$ cat config.mk
export PLATFORM = sky130hd
export DESIGN_NAME = pass_sched
export DESIGN_NICKNAME = d
export VERILOG_FILES = /design/src/rtl/pass_sched_pkg.sv /design/src/rtl/pass_addr_gen.sv /design/src/rtl/pass_sched.sv
export SDC_FILE = /design/constraint.sdc
export NUM_CORES = 1
export LEC_CHECK = 0
export BUFFER_PORTS_ARGS = -buffer_cell sky130_fd_sc_hd__buf_4
export CAP_MARGIN = 40
export CORE_AREA = 5 5 60 62
export CTS_CLUSTER_DIAMETER = 100
export CTS_CLUSTER_SIZE = 10
export DETAILED_ROUTE_END_ITERATION = 10
export DIE_AREA = 0 0 65 67
export PLACE_DENSITY = 0.69
export SETUP_SLACK_MARGIN = 0.02
export SLEW_MARGIN = 30
export SYNTH_ARGS = -nofsm -noshare
export SYNTH_HDL_FRONTEND = slang
export SYNTH_SLANG_ARGS = --single-unit
export TNS_END_PERCENT = 30
$ cat constraint.sdc
create_clock -name clk -period 5.6 [get_ports clk]
set_input_delay 0.56 -clock clk [delete_from_list [all_inputs] [get_ports clk]]
set_output_delay 0.56 -clock clk [all_outputs]
set_load 0.01 [all_outputs]
$ cat src/rtl/pass_sched_pkg.sv
// pass_sched_pkg: state encoding and pass geometry shared by pass_sched and pass_addr_gen.
package pass_sched_pkg;

    typedef enum logic [1:0] {IDLE = 2'd0, RUN = 2'd1, DONE = 2'd2} state_t;

    // Address value that marks "no valid row/column".
    function automatic int sentinel(input int s);
        return s;
    endfunction

    // Non-stalled RUN cycles per pass: steps k = 0..S.
    function automatic int pass_len(input int s);
        return s + 1;
    endfunction

endpackage

$ cat src/rtl/pass_addr_gen.sv
// pass_addr_gen: step counter k with registered row address and column address skewed one step behind.
module pass_addr_gen
    import pass_sched_pkg::*;
#(
    parameter int S     = 8,
    parameter int ADDRW = 3
) (
    input  logic             clk,
    input  logic             reset,
    input  logic             i_clear,
    input  logic             i_step,
    input  logic             i_run_nxt,
    output logic             o_last,
    output logic [ADDRW:0]   o_addr_r,
    output logic [ADDRW:0]   o_addr_c,
    output logic             o_k0
);

    localparam logic [ADDRW:0] SENT   = (ADDRW+1)'(sentinel(S));
    localparam logic [ADDRW:0] K_LAST = (ADDRW+1)'(pass_len(S) - 1);
    localparam logic [ADDRW:0] ONE    = (ADDRW+1)'(1);

    logic [ADDRW:0] r_k;
    logic [ADDRW:0] r_addr_r;
    logic [ADDRW:0] r_addr_c;
    logic           r_k0;
    logic [ADDRW:0] w_k_nxt;
    logic [ADDRW:0] w_ar_nxt;
    logic [ADDRW:0] w_ac_nxt;

    // Outputs are computed from the next k so they line up with k in the same cycle.
    always_comb begin
        w_k_nxt  = i_clear ? '0 : (i_step ? r_k + ONE : r_k);
        w_ar_nxt = (i_run_nxt && w_k_nxt < SENT) ? w_k_nxt : SENT;
        w_ac_nxt = (i_run_nxt && w_k_nxt != '0) ? w_k_nxt - ONE : SENT;
    end

    always_ff @(posedge clk or posedge reset) begin
        if (reset) begin
            r_k      <= '0;
            r_addr_r <= SENT;
            r_addr_c <= SENT;
            r_k0     <= 1'b0;
        end else begin
            r_k      <= w_k_nxt;
            r_addr_r <= w_ar_nxt;
            r_addr_c <= w_ac_nxt;
            r_k0     <= i_run_nxt && (w_k_nxt == '0);
        end
    end

    assign o_last   = (r_k == K_LAST);
    assign o_addr_r = r_addr_r;
    assign o_addr_c = r_addr_c;
    assign o_k0     = r_k0;

endmodule

$ cat src/rtl/pass_sched.sv
// pass_sched: IDLE/RUN/DONE job scheduler issuing S+1-step passes back to back.
// Stall support is compiled in only when PASS_SCHED_STALL_EN is defined.
module pass_sched
    import pass_sched_pkg::*;
#(
    parameter int S     = 8,
    parameter int ADDRW = 3,
    parameter int PW    = 4
) (
    input  logic             clk,
    input  logic             reset,
    input  logic             start,
    input  logic [PW-1:0]    num_passes,
    input  logic             stall,
    output logic [ADDRW:0]   addr_r,
    output logic [ADDRW:0]   addr_c,
    output logic             acc_clr,
    output logic             busy,
    output logic             finished
);

    localparam logic [PW-1:0] ONE_P = PW'(1);

    state_t        r_state;
    state_t        w_state_nxt;
    logic [PW-1:0] r_p;
    logic [PW-1:0] r_np;
    logic          r_busy;
    logic          r_fin;
    logic          w_stall;
    logic          w_accept;
    logic          w_step;
    logic          w_end;
    logic          w_more;
    logic          w_last;
    logic          w_k0;
    logic          w_busy_nxt;
    logic          w_fin_nxt;

`ifdef PASS_SCHED_STALL_EN
    assign w_stall = stall;
`else
    logic w_unused_stall;
    assign w_unused_stall = stall;
    assign w_stall = 1'b0;
`endif

    always_comb begin
        w_accept    = (r_state != RUN) && start;
        w_step      = (r_state == RUN) && !w_stall;
        w_end       = w_step && w_last;
        w_more      = (r_p != r_np - ONE_P);
        w_state_nxt = w_accept ? RUN : ((w_end && !w_more) ? DONE : r_state);
    end

    always_comb begin
        w_busy_nxt = (w_state_nxt == RUN);
        w_fin_nxt  = (w_state_nxt == DONE);
    end

    always_ff @(posedge clk or posedge reset) begin
        if (reset) begin
            r_state <= IDLE;
            r_p     <= '0;
            r_np    <= ONE_P;
            r_busy  <= 1'b0;
            r_fin   <= 1'b0;
        end else begin
            r_state <= w_state_nxt;
            r_busy  <= w_busy_nxt;
            r_fin   <= w_fin_nxt;
            if (w_accept) begin
                r_p  <= '0;
                r_np <= (num_passes == '0) ? ONE_P : num_passes;
            end else if (w_end && w_more) begin
                r_p <= r_p + ONE_P;
            end
        end
    end

    pass_addr_gen #(.S(S), .ADDRW(ADDRW)) u_addr_gen (
        .clk      (clk),
        .reset    (reset),
        .i_clear  (w_accept || w_end),
        .i_step   (w_step),
        .i_run_nxt(w_busy_nxt),
        .o_last   (w_last),
        .o_addr_r (addr_r),
        .o_addr_c (addr_c),
        .o_k0     (w_k0)
    );

    // The k=0 flag persists through a stall; masking it keeps the pulse to one unstalled cycle.
    assign acc_clr  = w_k0 && !w_stall;
    assign busy     = r_busy;
    assign finished = r_fin;

endmodule

==> results.sh, run 1 <==
export IMPL_clkLatencyLatePin_ps=320
export IMPL_rrSetupSlack_ps=2910
export IMPL_root_buffer="clkbuf_4"
export IMPL_die_x_um=65
export IMPL_fin_crit_sh=0.4811
export IMPL_htreeDepth=1
export IMPL_area_growth_synth_to_final_pct=13.47
export IMPL_setup_violations=0
export IMPL_synth_nets=150
export IMPL_n_antenna_cell=0
export IMPL_synthCells=137
export IMPL_synth_async_reset_ratio=1.000
export IMPL_drt_iter0_drc=55
export IMPL_cp_data_required_time_ps=5830
export IMPL_r2r_cells=8
export IMPL_grt_setup_unrepaired="no"
export IMPL_gp_congestion=0.8367
export IMPL_critPathMaxFanout=8
export IMPL_vias=1094
export IMPL_ioPinCount=19
export IMPL_slew_violations=0
export IMPL_hold_class="primary input to asynchronous set/reset pin"
export IMPL_worst_slew_pin_slew_ps=691.3
export IMPL_drt_wl_total_um=3018
export IMPL_cts_setup_buffers=0
export IMPL_stdcell_area_um2=1634
export IMPL_ctsHoldBuffers=0
export IMPL_die_area_um2=4355
export IMPL_nets=169
export IMPL_grt_pass1_vias=1172
export IMPL_path_cells="nor2b_1 -> o22ai_2 -> or2_2 -> ha_1 -> inv_1 -> o221ai_1 -> a211oi_1 -> o211ai_1"
export IMPL_port_buffers=17
export IMPL_utilization=0.5487
export IMPL_yosysWarningCount=0
export IMPL_post_route_min_period_ps=2694
export IMPL_drive_above_1_share=0.2516
export IMPL_overflow=0
export IMPL_layout_commonest_cell="dfrtp_1"
export IMPL_max_stage_delay_ps=610
export IMPL_drc_errors=0
export IMPL_ant_nets=0
export IMPL_synth_seq_cells=25
export IMPL_dr_pass1_iters=4
export IMPL_critPathLaunchType="flip-flop"
export IMPL_fin_skew_ps=6.387
export IMPL_crit_family="simple AND/OR/NAND/NOR gates"
export IMPL_cp_slowest_cell="nor2b_1"
export IMPL_r2r_end="u_addr_gen.o_addr_c[3]"
export IMPL_cts_buffers=3
export IMPL_critical_path_class="flip-flop to flip-flop"
export IMPL_synth_ff_type="dfrtp_1"
export IMPL_synth_distinct_cells=43
export IMPL_cts_tree="done"
export IMPL_drv_cap=0
export IMPL_synth_largest_type_area_fraction=0.3823
export IMPL_cts_buffer_depth=2
export IMPL_r2r_start="r_state[0]"
export IMPL_synth_avg_cell_area_um2=10.51
export IMPL_antenna_found_initial=0
export IMPL_cts_resized=0
export IMPL_final_cell_mix="dfrtp_1 (22), buf_4 (17), inv_1 (14), nor3_1 (6), nand2_1 (6)"
export IMPL_status="complete, no violations"
export IMPL_placed_cell_area_um2=1607
export IMPL_hold_viol=0
export IMPL_cp_arrival_ps=2920
export IMPL_core_area_um2=2978
export IMPL_hpwl_um=2261
export IMPL_clock_sinks=25
export IMPL_synth_area_top_cells="dfrtp_1 (38%), dfstp_2 (5.5%), ha_1 (4.3%)"
export IMPL_grt_max_degree=15
export IMPL_clock_fmax_mhz=371.2
export IMPL_start_util=0.4836
export IMPL_grt_pass1_wl_um=5188
export IMPL_routedWlPerCell_um=16.05
export IMPL_crit_buf_inv=1
export IMPL_path_clk_slew_ps=140
export IMPL_synth_edff_count=0
export IMPL_seq_area_frac_synth=0.4370
export IMPL_rows=20
export IMPL_die_height_um=67
export IMPL_yosysTopAreaCell="dfrtp_1"
export IMPL_avgViaCountPerCell=5.819
export IMPL_maxSlewHeadroom=0.5382
export IMPL_syn_area_um2=1440
export IMPL_tns_ps=0
export IMPL_whs_ps=237.1
export IMPL_end_kind="flip-flop"
export IMPL_track_usage=0.1539
-- final cells by class --
cell class,count,area [um^2]
clock buffers,3,22.52
clock inverters,1,5.005
fillers,276,1344
inverters,14,52.55
multi-input cells,94,740.7
flip-flops and latches,25,629.4
well taps,33,41.29
repair buffers,18,142.6
-- layer usage --
layer	track usage	vias up	wire length (um)
met3	0.03204	4	74
met4	0.04749	0	31
met2	0.2912	11	1645
li1	-	540	-
met1	0.1709	539	1266
met5	0	-	0
-- state kept, by name, summed over array words and instances (netlist names) --
register,cells
r_state,2
r_np,4
busy,1
r_p,4
u_addr_gen.o_addr_c,4
u_addr_gen.o_addr_r,4
u_addr_gen.r_k,4
u_addr_gen.o_k0,1
finished,1
-- cells by family after synthesis --
kind of cell	after synthesis	synth area share
AO/OA/AOI/OAI	34	0.1964
XOR/XNOR	8	0.05908
adder cells (fa/ha/maj)	5	0.04344
buffers and inverters	18	0.04866
flip-flops	25	0.4370
multiplexers	3	0.02259
AND/OR/NAND/NOR	44	0.1929
-- worst register-to-register path, stage by stage, from the launching register on --
cell      delay (ps)
dfrtp_1          490
nor2b_1          610
o22ai_2          240
or2_2            370
ha_1             250
inv_1            100
o221ai_1         120
a211oi_1         290
o211ai_1         140
-- worst max-delay path by stage --
stage                                  end  slack, ps        from  cells after the start
floorplan           u_addr_gen.o_addr_c[3]       3460       start                      9
global placement    u_addr_gen.o_addr_c[3]       3010  r_state[0]                      8
detailed placement  u_addr_gen.o_addr_c[3]       2930  r_state[0]                      8
CTS                 u_addr_gen.o_addr_c[3]       2910  r_state[0]                      8
global route        u_addr_gen.o_addr_c[3]       2740  r_state[0]                      8
finish              u_addr_gen.o_addr_c[3]       2910  r_state[0]                      8
-- through the flow --
| stage | cells | setup WS [ps] |
|---|---|---|
| global placement | 183 | 3013 |
| CTS | 188 | 2912 |
| detailed placement | 184 | 2932 |
| floorplan | 137 | 3460 |
| finish | 188 | 2906 |
| global route | 188 | 2741 |
-- Yosys cell counts (3+ instances only) --
| cell type | n |
|---|---|
| nand2_1 | 6 |
| a211oi_1 | 4 |
| nor4b_1 | 3 |
| o211ai_1 | 3 |
| nor4_1 | 4 |
| nand2b_1 | 3 |
| dfstp_2 | 3 |
| xnor2_1 | 3 |
| nand3_1 | 4 |
| nor2_1 | 5 |
| inv_1 | 14 |
| xor2_1 | 3 |
| ha_1 | 5 |
| or4b_1 | 3 |
| nor3_1 | 6 |
| a21oi_1 | 4 |
| or2_2 | 4 |
| o21ai_0 | 4 |
| dfrtp_1 | 22 |
Power of run 1 is left out: the tool's default activity adds up to more than one toggle a clock period on the data nets, which glitch-free logic cannot reach.
==> inputs of run 2 (changes only) <==
--- a/config.mk
+++ b/config.mk
@@ -5,14 +5,15 @@
 export SDC_FILE = /design/constraint.sdc
 export NUM_CORES = 1
 export LEC_CHECK = 0
+export ABC_AREA = 1
 export BUFFER_PORTS_ARGS = -buffer_cell sky130_fd_sc_hd__buf_4
 export CAP_MARGIN = 40
-export CORE_AREA = 5 5 60 62
+export CORE_AREA = 5 5 58 60
 export CTS_CLUSTER_DIAMETER = 100
 export CTS_CLUSTER_SIZE = 10
 export DETAILED_ROUTE_END_ITERATION = 10
-export DIE_AREA = 0 0 65 67
-export PLACE_DENSITY = 0.69
+export DIE_AREA = 0 0 63 65
+export PLACE_DENSITY = 0.71
 export SETUP_SLACK_MARGIN = 0.02
 export SLEW_MARGIN = 30
 export SYNTH_ARGS = -nofsm -noshare
==> constraint.sdc (replaced) <==
create_clock -name clk -period 2.4 [get_ports clk]
set_input_delay 0.24 -clock clk [delete_from_list [all_inputs] [get_ports clk]]
set_output_delay 0.24 -clock clk [all_outputs]
set_load 0.01 [all_outputs]
==> run 2 against run 1 <==
First-iteration DRC count decreased by 36%. Wire length decreased by 21%. Register-to-register slack got worse by 2400 ps. Global-route usage decreased by 2.2 points. Clock skew about the same. Worst setup slack got worse by 2400 ps. Synthesized cell count increased by 15%. Die area decreased by 6.0%. Count of clock-buffer cells in the layout increased by 1. Synthesized area decreased by 9.6%. Critical endpoint is now u_addr_gen.o_addr_c[1]. Highest routed layer unchanged.
==> results.sh, run 2 <==
export IMPL_hpwl_um=1931
export IMPL_setup_violations=0
export IMPL_maxSlewHeadroom=0.7285
export IMPL_cts_resized=0
export IMPL_ioPinCount=19
export IMPL_area_growth_synth_to_final_pct=16.91
export IMPL_root_buffer="clkbuf_4"
export IMPL_cts_buffers=3
export IMPL_post_route_min_period_ps=1911
export IMPL_port_buffers=17
export IMPL_tns_ps=0
export IMPL_path_clk_slew_ps=140
export IMPL_gp_congestion=0.8012
export IMPL_synth_seq_cells=25
export IMPL_multi_input_area_um2=550.5
export IMPL_htreeDepth=1
export IMPL_synth_edff_count=0
export IMPL_synth_avg_cell_area_um2=8.244
export IMPL_drt_wl_total_um=2391
export IMPL_critPathLaunchType="flip-flop"
export IMPL_start_util=0.4526
export IMPL_cts_buffer_depth=2
export IMPL_end_kind="flip-flop"
export IMPL_hold_class="primary input to flip-flop"
export IMPL_cp_data_required_time_ps=2660
export IMPL_nets=195
export IMPL_dr_pass1_iters=4
export IMPL_seq_area_frac_synth=0.4832
export IMPL_seq_area_um2=629.4
export IMPL_overflow=0
export IMPL_drc_errors=0
export IMPL_powerDensity_nw_per_um2=732.2
export IMPL_worst_slew_pin_slew_ps=406.7
export IMPL_fillCellCount=260
export IMPL_drive_above_1_share=0.1989
export IMPL_syn_area_um2=1302
export IMPL_grt_pass1_vias=1076
export IMPL_fin_skew_ps=6.014
export IMPL_cp_arrival_ps=2170
export IMPL_yosysTopAreaCell="dfrtp_1"
export IMPL_critical_path_class="flip-flop to flip-flop"
export IMPL_die_area_um2=4095
export IMPL_synth_ff_type="dfrtp_1"
export IMPL_drv_cap=0
export IMPL_ant_nets=0
export IMPL_yosys_top_cells_count="nand2_1 (47), inv_1 (28), dfrtp_1 (22), nor2_1 (17), o21ai_0 (10)"
export IMPL_cts_setup_buffers=0
export IMPL_rrSetupSlack_ps=490
export IMPL_die_x_um=63
export IMPL_drt_iter0_drc=35
export IMPL_routedWlPerCell_um=11.17
export IMPL_synth_area_top_cells="dfrtp_1 (42%), nand2_1 (14%), inv_1 (8.1%)"
export IMPL_synthCells=158
export IMPL_slew_violations=0
export IMPL_grt_setup_unrepaired="no"
export IMPL_die_height_um=65
export IMPL_fin_crit_sh=0.7961
export IMPL_synth_distinct_cells=21
export IMPL_yosysWarningCount=0
export IMPL_core_area_um2=2878
export IMPL_vias=1023
export IMPL_synth_async_reset_ratio=1.000
export IMPL_synth_nets=171
export IMPL_clock_fmax_mhz=523.4
export IMPL_status="complete, no violations"
export IMPL_cts_tree="done"
export IMPL_avgViaCountPerCell=4.780
export IMPL_grt_max_degree=17
export IMPL_clock_sinks=25
export IMPL_layout_commonest_cell="nand2_1"
export IMPL_critPathMaxFanout=5
export IMPL_hold_depth=3
export IMPL_hold_viol=0
export IMPL_antenna_found_initial=0
export IMPL_vdd_drop_max_v=0.0004797
export IMPL_track_usage=0.1321
export IMPL_power_leakage_nw=0.8511
export IMPL_r2r_cells=14
export IMPL_rows=20
export IMPL_final_cell_mix="nand2_1 (47), inv_1 (28), dfrtp_1 (22), nor2_1 (17), buf_4 (17)"
export IMPL_clkLatencyLatePin_ps=320
export IMPL_synth_largest_type_area_fraction=0.4227
export IMPL_whs_ps=124.6
export IMPL_yosysMostFrequentCell="nand2_1"
export IMPL_n_antenna_cell=0
export IMPL_grt_pass1_wl_um=4457
run 2: area by class of cell:
class	instances	area share
Sequential cell	25	0.4133
Multi-Input combinational cell	103	0.3615
Timing Repair Buffer	19	0.1002
Inverter	30	0.08053
Tap cell	33	0.02712
Clock buffer	4	0.01726
run 2: what timing repair did:
action / 4_1_cts / 5_1_grt
hold buffers: 1 / 0
endpoints found under the setup margin: 0 / 0
hold endpoints to repair: 8 / 0
run 2: per-stage QoR:
stage               cells  instance area (um^2)  total power, mW  worst slack [ps]  utilization
finish                214                  1523            1.115             489.2       0.5291
global route          214                  1523            1.209             218.7       0.5291
CTS                   214                  1523            1.129             447.6       0.5291
detailed placement    209                  1486           0.9379             475.8       0.5165
global placement      208                  1471           0.9160             509.1       0.5113
floorplan             158                  1303           0.8019             698.0            -
run 2: final timing paths:
kind | endpoint | from
max | u_addr_gen.o_addr_c[1] | u_addr_gen.r_k[0]
max reg2reg | u_addr_gen.o_addr_c[1] | u_addr_gen.r_k[0]
max in group asynchronous | u_addr_gen.o_addr_c[3] | reset
min | r_np[1] | num_passes[1]
min in group asynchronous | r_np[3] | reset
min reg2reg | r_np[3] | r_np[3]
run 2: worst max-delay path, cell delays in order (launching register included):
cell	delay, ps
dfrtp_1	390
inv_1	60
ha_1	190
nand3_1	120
nor2_4	70
nor2_8	120
inv_1	50
nor2_1	160
inv_1	80
ha_1	190
inv_1	80
nor2_2	60
nand2_2	70
nand3_2	100
nor2_1	120
run 2: per-layer routing:
metal,up-vias,GRT usage,part of all wire
li1,527,-,-
met1,479,0.1579,0.44
met2,13,0.2385,0.52
met3,4,0.02080,0.031
met4,0,0.04509,0.0096
met5,-,0,0
run 2: cells by family after synthesis:
group,count (synthesis),synth area share
buffers and inverters,30,0.09414
flip-flops,25,0.4832
adder cells (fa/ha/maj),5,0.04803
AO/OA/AOI/OAI,11,0.04419
AND/OR/NAND/NOR,87,0.3305
run 2: power breakdown:
part / switching (mW) / internal (mW)
Clock: 0.125 / 0.0650
Combinational: 0.232 / 0.162
Sequential: 0.0347 / 0.497
Total: 0.391 / 0.724
Note: power is estimated with default switching activity, not from simulation.
==> inputs of run 3 (changes only) <==
--- a/config.mk
+++ b/config.mk
@@ -13,7 +13,7 @@
 export CTS_CLUSTER_SIZE = 10
 export DETAILED_ROUTE_END_ITERATION = 10
 export DIE_AREA = 0 0 63 65
-export PLACE_DENSITY = 0.71
+export PLACE_DENSITY = 0.68
 export SETUP_SLACK_MARGIN = 0.02
 export SLEW_MARGIN = 30
 export SYNTH_ARGS = -nofsm -noshare
==> constraint.sdc (replaced) <==
create_clock -name clk -period 1.9 [get_ports clk]
set_input_delay 0.19 -clock clk [delete_from_list [all_inputs] [get_ports clk]]
set_output_delay 0.19 -clock clk [all_outputs]
set_load 0.01 [all_outputs]
==> run 3 against run 2 <==
Critical path type unchanged. Die area unchanged. Largest power group unchanged. Global-route usage down 0.29 points. Sequential share of layout area down 3.4 points. Fmax up 7.5%.
==> results.sh, run 3 (synthesis gave the netlist of run 2 again) <==
export IMPL_setup_violations=0
export IMPL_placed_cell_area_um2=1501
export IMPL_drt_wl_total_um=2409
export IMPL_pre_cts_ws_ps=43.15
export IMPL_p_total_mw=1.524
export IMPL_path_clk_slew_ps=140
export IMPL_switchingPower_mw=0.5431
export IMPL_critPathMaxFanout=5
export IMPL_grt_pass1_wl_um=4278
export IMPL_clock_fmax_mhz=562.7
export IMPL_layout_commonest_cell="nand2_1"
export IMPL_root_buffer="clkbuf_4"
export IMPL_fin_crit_sh=0.9353
export IMPL_ant_nets=0
export IMPL_grt_max_degree=26
export IMPL_critical_path_class="flip-flop to flip-flop"
export IMPL_tns_ps=0
export IMPL_track_usage=0.1292
export IMPL_clock_sinks=25
export IMPL_core_area_um2=2878
export IMPL_end_kind="flip-flop"
export IMPL_n_antenna_cell=0
export IMPL_cp_arrival_ps=2000
export IMPL_cts_buffers=3
export IMPL_hold_viol=0
export IMPL_rows=20
export IMPL_power_leakage_nw=0.8906
export IMPL_drv_cap=0
export IMPL_powerDensity_nw_per_um2=918.6
export IMPL_critPathLaunchType="flip-flop"
export IMPL_final_cell_mix="nand2_1 (41), buf_4 (26), inv_1 (24), dfrtp_1 (22), nor2_1 (12)"
export IMPL_fin_skew_ps=3.601
export IMPL_die_x_um=63
export IMPL_post_route_min_period_ps=1777
export IMPL_die_area_um2=4095
export IMPL_die_height_um=65
export IMPL_drc_errors=0
export IMPL_hold_class="primary input to flip-flop"
export IMPL_combPwrFrac=0.403
export IMPL_setup_ws_ps=122.9
export IMPL_hold_depth=3
export IMPL_vias=1054
export IMPL_gp_congestion=0.8543
export IMPL_worst_slew_pin_slew_ps=313.6
export IMPL_nets=203
export IMPL_multi_input_area_um2=630.6
export IMPL_htreeDepth=1
export IMPL_utilization=0.5765
export IMPL_p_sw_frac=0.3564
export IMPL_seqPwrFrac=0.439
export IMPL_avgViaCountPerCell=4.748
export IMPL_cts_buffer_depth=2
export IMPL_status="complete, no violations"
export IMPL_drive_above_1_share=0.3386
export IMPL_port_buffers=17
export IMPL_r2r_cells=14
export IMPL_cts_tree="done"
export IMPL_power_internal_mw=0.9809
export IMPL_dp_cells=212
export IMPL_start_util=0.4526
export IMPL_clkLatencyLatePin_ps=310
export IMPL_vdd_drop_max_v=0.0005732
export IMPL_maxSlewHeadroom=0.7910
export IMPL_whs_ps=86.06
export IMPL_ioPinCount=19
export IMPL_clkPwrFrac=0.159
export IMPL_stdcell_area_um2=1659
export IMPL_cp_data_required_time_ps=2130
export IMPL_fin_cells=222
export IMPL_slew_violations=0
export IMPL_area_growth_synth_to_final_pct=27.38
export IMPL_dr_pass1_iters=4
export IMPL_routedWlPerCell_um=10.85
export IMPL_seq_area_um2=629.4
export IMPL_overflow=0
export IMPL_grt_pass1_vias=1011
export IMPL_antenna_found_initial=0
export IMPL_hpwl_um=1835
export IMPL_drt_iter0_drc=51
export IMPL_fillCellCount=249
==> run 3: cell count changes in the layout (fill, tap and decap cells not counted), moves of 2 or more <==
| cell | previous run | this run |
|---|---|---|
| nor2_1 | 17 | 12 |
| nand3_4 | 1 | 3 |
| ha_1 | 5 | 2 |
| nand2_4 | 1 | 3 |
| nor2_2 | 1 | 5 |
| inv_2 | 0 | 4 |
| ha_2 | 0 | 2 |
| nand2_2 | 1 | 5 |
| nand2_1 | 47 | 41 |
| inv_1 | 28 | 24 |
| buf_4 | 17 | 26 |
==> run 3: path summary, 6_finish.rpt <==
check,startpoint,to,slack (ps)
worst max-delay path,u_addr_gen.r_k[0],u_addr_gen.o_addr_c[0],120
worst min-delay path,num_passes[1],r_np[1],90
worst max register to register,u_addr_gen.r_k[0],u_addr_gen.o_addr_c[0],120
worst min register to register,r_np[3],r_np[3],540
max in group asynchronous,reset,r_np[0],1150
min in group asynchronous,reset,r_p[2],460
==> run 3: final cells by class <==
class / instances / area share
Multi-Input combinational cell: 103 / 0.3801
Sequential cell: 25 / 0.3793
Timing Repair Buffer: 27 / 0.1237
Inverter: 30 / 0.07391
Tap cell: 33 / 0.02489
Clock buffer: 3 / 0.01357
Clock inverter: 1 / 0.004525
==> run 3: power groups by stage <==
stage | combinational (mW) | clock (mW) | sequential (mW)
2_1_floorplan | 0.312 | 0 | 0.700
3_3_place_gp | 0.498 | 0 | 0.680
3_5_place_dp | 0.511 | 0 | 0.684
4_1_cts | 0.535 | 0.249 | 0.669
5_1_grt | 0.701 | 0.272 | 0.681
6_report | 0.614 | 0.242 | 0.669
==> run 3: worst max-delay path, cell delays in order (launching register included) <==
cell and delay, ps:
dfrtp_1 410, inv_1 80, ha_2 170, nand3_2 90
nor2_4 180, nor2_8 60, inv_1 60, nor2_2 40
inv_2 60, ha_2 160, inv_2 50, nor2_4 110
nand2_2 70, nand3_4 100, nor2_2 40
==> run 3: layer usage <==
| metal | vias to the layer above | wire [um] | GRT usage |
|---|---|---|---|
| met5 | - | 0 | 0 |
| met4 | 0 | 11 | 0.03183 |
| li1 | 543 | - | - |
| met3 | 2 | 93 | 0.02773 |
| met1 | 494 | 960 | 0.1482 |
| met2 | 15 | 1344 | 0.2410 |
==> run 3: timing repair <==
| item | CTS | global route |
|---|---|---|
| gates resized for setup | 0 | 24 |
| pin swaps | 0 | 10 |
| hold buffers | 1 | 0 |
| hold endpoints to repair | 22 | 0 |
| setup buffers | 2 | 3 |
| endpoints found under the setup margin | 3 | 11 |
